**src/rtl/upc_checkout_ctrl.sv**
```systemverilog
// Checkout-lane sequencer: classifies scanned items (sale/stolen/normal),
// keeps saturating per-transaction counts, latches an alarm on a stolen item
// until an attendant clears it, and closes the transaction on checkout.
module upc_checkout_ctrl #(
    parameter int CW = 8
) (
    input  logic          clk,
    input  logic          reset,
    input  logic          item_valid,
    input  logic [2:0]    upc,
    input  logic          mark,
    output logic          item_ready,
    input  logic          checkout,
    input  logic          clear_alarm,
    output logic [CW-1:0] item_count,
    output logic [CW-1:0] sale_count,
    output logic          alarm,
    output logic          busy,
    output logic          txn_done
);

    typedef enum logic [1:0] {S_IDLE, S_SCAN, S_ALARM, S_DONE} state_t;

    localparam logic [CW-1:0] CNT_MAX = '1;
    localparam logic [CW-1:0] CNT_ONE = CW'(1);

    state_t        r_state;
    logic          r_ready;
    logic          r_alarm;
    logic          r_busy;
    logic          r_done;
    logic [CW-1:0] r_item_count;
    logic [CW-1:0] r_sale_count;

    logic          w_accept;
    logic          w_sale;
    logic          w_stolen;
    logic [CW-1:0] w_item_inc;
    logic [CW-1:0] w_sale_inc;

    // Classification and saturating increments for the item presented this cycle.
    // Ready comes from a register, so valid never feeds back into ready.
    assign w_accept   = item_valid & r_ready;
    assign w_sale     = upc[1] | (upc[2] & upc[0]);
    assign w_stolen   = ~mark & ~upc[1] & (upc[2] | ~upc[0]);
    assign w_item_inc = (r_item_count == CNT_MAX) ? r_item_count : r_item_count + CNT_ONE;
    assign w_sale_inc = (w_sale && r_sale_count != CNT_MAX) ? r_sale_count + CNT_ONE
                                                             : r_sale_count;

    // Lane sequencer: state, counts and all status outputs registered together.
    always_ff @(posedge clk or posedge reset) begin
        if (reset) begin
            r_state      <= S_IDLE;
            r_ready      <= 1'b1;
            r_alarm      <= 1'b0;
            r_busy       <= 1'b0;
            r_done       <= 1'b0;
            r_item_count <= '0;
            r_sale_count <= '0;
        end else begin
            case (r_state)
                S_IDLE: begin
                    if (w_accept) begin
                        r_busy <= 1'b1;
                        if (w_stolen) begin
                            r_item_count <= '0;
                            r_sale_count <= '0;
                            r_alarm      <= 1'b1;
                            r_ready      <= 1'b0;
                            r_state      <= S_ALARM;
                        end else begin
                            r_item_count <= CNT_ONE;
                            r_sale_count <= CW'(w_sale);
                            r_state      <= S_SCAN;
                        end
                    end
                end
                S_SCAN: begin
                    // A stolen accept beats a same-cycle checkout.
                    if (w_accept && w_stolen) begin
                        r_alarm <= 1'b1;
                        r_ready <= 1'b0;
                        r_state <= S_ALARM;
                    end else begin
                        if (w_accept) begin
                            r_item_count <= w_item_inc;
                            r_sale_count <= w_sale_inc;
                        end
                        if (checkout) begin
                            r_ready <= 1'b0;
                            r_busy  <= 1'b0;
                            r_done  <= 1'b1;
                            r_state <= S_DONE;
                        end
                    end
                end
                S_ALARM: begin
                    if (clear_alarm) begin
                        r_alarm <= 1'b0;
                        r_ready <= 1'b1;
                        r_state <= S_SCAN;
                    end
                end
                default: begin
                    r_done  <= 1'b0;
                    r_ready <= 1'b1;
                    r_state <= S_IDLE;
                end
            endcase
        end
    end

    assign item_ready = r_ready;
    assign alarm      = r_alarm;
    assign busy       = r_busy;
    assign txn_done   = r_done;
    assign item_count = r_item_count;
    assign sale_count = r_sale_count;

endmodule

```
**config.mk**
```make
export PLATFORM = sky130hd
export DESIGN_NAME = upc_checkout_ctrl
export DESIGN_NICKNAME = d
export VERILOG_FILES = /design/src/rtl/upc_checkout_ctrl.sv
export SDC_FILE = /design/constraint.sdc
export NUM_CORES = 1
export LEC_CHECK = 0
export ABC_AREA = 1
export CORE_UTILIZATION = 45
export DETAILED_ROUTE_END_ITERATION = 12
export PLACE_DENSITY = 0.8
export SYNTH_ARGS = -nofsm -noshare
export SYNTH_HDL_FRONTEND = slang
export SYNTH_SLANG_ARGS = --single-unit
```
**constraint.sdc**
```tcl
create_clock -name clk -period 1.6 [get_ports clk]
set_input_delay 0.32 -clock clk [delete_from_list [all_inputs] [get_ports clk]]
set_output_delay 0.32 -clock clk [all_outputs]
set_load 0.005 [all_outputs]
```
=== Yosys cells after proc, flatten, opt, wreduce, memory -nomap -nowiden ===
Index checks and enable logic that the tools add are counted.

* Input port bits: 9
* Bits in registers: 22

* Bitwise operators: 10
* Equality and inequality tests: 14
* Multiplexer cells: 35
* Add/subtract/negate cells: 2
* Reduce and logical (&&, ||, !) cells: 13

{| class="wikitable"
|+ Operators with widths
! operator !! number
|-
| $mux W8 || 8
|-
| $pmux W8 S2 || 2
|-
| $ne A2 B2 Y1 const B || 9
|-
| $add A8 B1 Y8 const B || 2
|-
| $mux W1 || 15
|-
| $reduce_and A5 Y1 || 3
|-
| $mux W2 || 5
|-
| $eq A8 B8 Y1 const B || 1
|-
| $ne A8 B8 Y1 const B || 1
|-
| $reduce_and A4 Y1 || 2
|-
| $pmux W1 S3 || 2
|-
| $pmux W2 S3 || 1
|-
| $reduce_and A3 Y1 || 2
|-
| $and A1 B1 Y1 || 4
|-
| $not A1 Y1 || 4
|-
| $pmux W1 S2 || 2
|-
| $ne A3 B3 Y1 const B || 1
|-
| $reduce_bool A3 Y1 || 1
|-
| $eq A2 B1 Y1 const B || 1
|-
| $eq A2 B2 Y1 const B || 1
|-
| $logic_and A1 B1 Y1 || 2
|-
| $logic_not A2 Y1 || 1
|-
| $or A1 B1 Y1 || 2
|-
| $reduce_bool A2 Y1 || 1
|-
| $reduce_or A2 Y1 || 1
|}

=== Longest topological paths before layout ===
* Depth after elaboration: 7
* Mapped depth: 9
* Mapped depth without buffers: 9

=== Worst setup path before layout ===
OpenSTA, ideal clock, no wires.

* Path type: flip-flop to flip-flop
* Start point: register r_sale_count[0] (netlist: sale_count[0])
* End point: register r_sale_count[4] (netlist: sale_count[4])
* Required time: 1484 ps
* Setup time: 116 ps
* Clock period less this slack: 1380 ps
* Slack: 220 ps
* Data arrival time: 1264 ps
* Stages on the path, launching flop included: 10
* Cells stage by stage: dfrtp_1 -> ha_1 -> nand3_1 -> inv_1 -> nand2_1 -> nand2_1 -> nand2_1 -> nand3_4 -> nand2_1 -> nand2_1

* Longest elaborated chain between the ends: 5

{| class="wikitable"
|+ RTL lines
! element !! line !! RTL
|-
| start, declared || 33 || <nowiki>logic [CW-1:0] r_sale_count;</nowiki>
|-
| start signal, assigned || 73 || <nowiki>r_sale_count <= CW'(w_sale);</nowiki>
|-
| start signal, assigned || 87 || <nowiki>r_sale_count <= w_sale_inc;</nowiki>
|-
| $add A8 B1 Y8 || 47 || <nowiki>assign w_sale_inc = (w_sale && r_sale_count != CNT_MAX) ? r_sale_count + CNT_ONE</nowiki>
|-
| $mux W8 || 47 ||
|-
| $mux W8 || 85 || <nowiki>if (w_accept) begin</nowiki>
|-
| $mux W8 || 80 || <nowiki>if (w_accept && w_stolen) begin</nowiki>
|-
| $pmux W8 S2 || 61 || <nowiki>case (r_state)</nowiki>
|}

Several ways; a longest one is shown, not always the timed one. The select of a mux whose other input is x is not followed.
A chain may end at the register's enable or synchronous reset.

=== Worst setup path in the final report ===
* Start point: register r_sale_count[0] (netlist: sale_count[0])
* End point: output port sale_count[0]

{| class="wikitable"
|+ RTL lines
! element !! line !! RTL
|-
| end, declared || 16 || <nowiki>output logic [CW-1:0] sale_count,</nowiki>
|}

No word-level cell between the ends.

==> out/results.md <==
## Run status
- finished, final reports clean — result of the run

## Clocking
- sky130_fd_sc_hd__clkbuf_4 — clock tree root driver cell
- 0.31 ns — Worst-Skew Late Latency
- 22 — clock sinks
- 0 — Post-CTS Hold Fix Bufs
- 2 — maximum clock insertion buffer count
- 1 — maximum level of the CTS H-tree
- 0.13 ns — CTS clk-pin slew, worst paths
- 3 — CTS buffer count
- built — clock tree from TritonCTS

## Cells and area
- 288 — total number of nets in the final design
- 0 — Inserted Diodes
- 0.2391 — fraction of final layout cells with drive strength greater than 1
- 320 — final standard cell count with taps included and fillers excluded
- 0.6770 — end-of-flow core utilization
- 292 — number of filler cells placed in the layout
- 40.62% — synthesis-to-layout area growth

## Die
- 59.62 um — Chip Width
- 0.4815 — effective utilization at floorplan
- 59.62 um — y dimension of the die
- 29 — I/O pin cnt
- 3103 um^2 — Std-Cell Core Area
- 3555 um^2 — die outline area
- 20 — row cnt

## Power
- 0.8160 mV — VDD IR max
- 1195 nW/um^2 — power per cell area
- 2510 uW — total power after layout
- 0.001131 uW — leakage

## Detailed routing
- 76 — Iteration-0 DRC Markers
- 1,550 — total vias in the final route
- 0 — residual antenna-violating net count after detailed routing
- 0 — DRC violation count after routing
- 3589 um — detailed-route wire length
- 11.22 um — WL per Instance
- 4 — iteration count of the initial detailed-routing pass
- 4.844 — per-cell via count in the routed design

## Worst setup path
- output port — capturing element type of the critical path
- 4 — crit-path max FO
- 1.28 ns — Req. time, crit path
- 1.23 ns — data arrival at the endpoint of the critical path
- reg2out — Setup Crit Path Kind
- flop — startpoint kind of the worst setup timing path

## GRT
- 5720 um — first-pass GRT wire length
- 1,334 — via count of the first global-routing pass
- 0 — initial antenna violation count
- 0.2968 — global routing usage on met1
- 0.02402 — met3 layer usage reported by global route
- 0.2184 — Total Routing Usage GR
- 0.3628 — global-route track usage on met2
- 23 — pin count of the biggest net entering global routing
- met2 — peak-usage layer in the global routing report
- 0 — grt ovf

## Min path
- in2async — hold crit path type

## Synthesis
- 0 — number of flops mapped to enable cells by yosys
- 0 — number of warnings issued by yosys
- 215 — count of mapped cells out of synthesis
- sky130_fd_sc_hd__nand2_1, sky130_fd_sc_hd__dfrtp_1, sky130_fd_sc_hd__inv_1 — top post-synthesis cells by count
- 1494 um^2 — Synth Cell Area
- 226 — Mapped Nets
- sky130_fd_sc_hd__dfrtp_1 — Primary FF master, synth
- sky130_fd_sc_hd__dfrtp_1, sky130_fd_sc_hd__nand2_1, sky130_fd_sc_hd__inv_1 — biggest area contributors in the synthesized netlist
- 6.949 um^2 — per-instance average area after synthesis
- sky130_fd_sc_hd__nand2_1 — most instantiated library cell after synthesis
- 26 — Netlist cell types
- 0.3518 — post-synth top area share
- 1.000 — share of flip-flops with an asynchronous set or reset after synthesis
- 22 — Seq cells post-synth
- 0.3693 — sequential cell area fraction in the yosys report
- sky130_fd_sc_hd__dfrtp_1 — leading area contributor after synthesis

## STA
- 0.05272 ns — worst-case setup margin in the final layout
- 646.3 MHz — maximum clock frequency
- 0.3569 ns — Tightest Pin Transition
- 0 — Final setup violation count
- 0.3297 ns — worst hold slack after final layout
- 0.001033 ns — Final Skew
- 0.9671 — period utilization
- 0 — fin. max-slew vios
- 1.547 ns — Tmin final
- 0.7615 — Slew HR
- 0 — final count of hold timing violations

## Place
- -0.1313 ns — post-placement setup slack
- 296 — total instance count after detailed placement
- 0.8493 — global placement routability congestion
- 2422 um — dpl hpwl
- 28 — count of buffers from port buffering

## Flow run
- 0 — Max-Cap Viols

==> through the flow <==
stage / TNS (ns) / cell area (um^2)
after floorplan: 0 / 1494
after global placement: -1.325 / 1889
after detailed placement: -2.071 / 1889
after CTS: 0 / 1991
after global routing: -0.05802 / 2101
final: 0 / 2101
==> final timing paths <==
| check | end | slack, ns | cells after the start | from |
|---|---|---|---|---|
| worst max-delay path | sale_count[0] | 0.05 | 3 | sale_count[0] |
| worst min-delay path | item_count[3] | 0.33 | 3 | reset |
| worst max register to register | sale_count[6] | 0.07 | 9 | item_ready |
| worst min register to register | busy | 0.49 | 2 | busy |
| max in group asynchronous | item_ready | 0.99 | 3 | reset |
| min in group clk | busy | 0.49 | 2 | busy |
==> cells by family (layout without fill, tap and decap cells) <==
kind of cell               count (synthesis)  count (layout)  synth area share
AOI/OAI and AO/OA                         12              12           0.04356
xor gates and xnor gates                   5               5           0.02932
buffers and inverters                     28              89           0.08292
DFF                                       22              22            0.3693
and+or+nand+nor                          146             146            0.4581
adders and majority gates                  2               2           0.01675
==> worst max-delay path, stage by stage (launching register included) <==
cell and delay, ns:
sky130_fd_sc_hd__dfrtp_1 0.40, sky130_fd_sc_hd__buf_4 0.13, sky130_fd_sc_hd__buf_4 0.13, sky130_fd_sc_hd__dlygate4sd2_1 0.25
==> timing repair <==
action / in CTS / in global routing
gates resized for setup: 6 / 12
pin swaps: 0 / 4
endpoints found under the setup margin: 10 / 25
buffers inserted: 10 / 10
==> where the power goes <==
| part | switching [uW] | internal, uW |
|---|---|---|
| logic | 806 | 614 |
| registers | 115 | 699 |
| clock network | 178 | 97.2 |
| total | 1100 | 1410 |
==> placed cells by master (no fill, tap or decap), types with 2 or more instances in the layout <==
master	n
sky130_fd_sc_hd__nand3_4	2
sky130_fd_sc_hd__nand4_1	8
sky130_fd_sc_hd__nand2_1	84
sky130_fd_sc_hd__dlygate4sd2_1	3
sky130_fd_sc_hd__dfrtp_1	18
sky130_fd_sc_hd__dfrtp_2	3
sky130_fd_sc_hd__buf_4	32
sky130_fd_sc_hd__nor2_1	20
sky130_fd_sc_hd__clkdlybuf4s50_1	23
sky130_fd_sc_hd__inv_1	21
sky130_fd_sc_hd__a21oi_1	4
sky130_fd_sc_hd__nand2_2	7
sky130_fd_sc_hd__inv_2	4
sky130_fd_sc_hd__nand2_4	2
sky130_fd_sc_hd__o21ai_0	6
sky130_fd_sc_hd__nand3_2	3
sky130_fd_sc_hd__nand3_1	10
sky130_fd_sc_hd__nor2_2	5
sky130_fd_sc_hd__dlymetal6s2s_1	2
sky130_fd_sc_hd__clkbuf_4	3
sky130_fd_sc_hd__xor2_1	2
sky130_fd_sc_hd__xnor2_1	3
==> area by class of cell <==
type                            count  area (um^2)  area share
Clock buffer                        4        26.28     0.01251
Inverter                           25        93.84     0.04467
Multi-Input combinational cell    165        848.3      0.4038
Sequential cell                    22        555.5      0.2644
Tap cell                           44        55.05     0.02621
Timing Repair Buffer               60        521.8      0.2484
==> per-layer routing <==
layer | wire length (um) | share of wire
met3 | 168 | 0.047
met4 | 18 | 0.0050
met2 | 1696 | 0.47
met1 | 1705 | 0.48
met5 | 0 | 0
==> sequential cells by signal (all words and copies together) (netlist names) <==
name	count
alarm	1
busy	1
sale_count	8
txn_done	1
item_count	8
item_ready	1
r_state	2
Note: power is estimated with default switching activity, not from simulation.
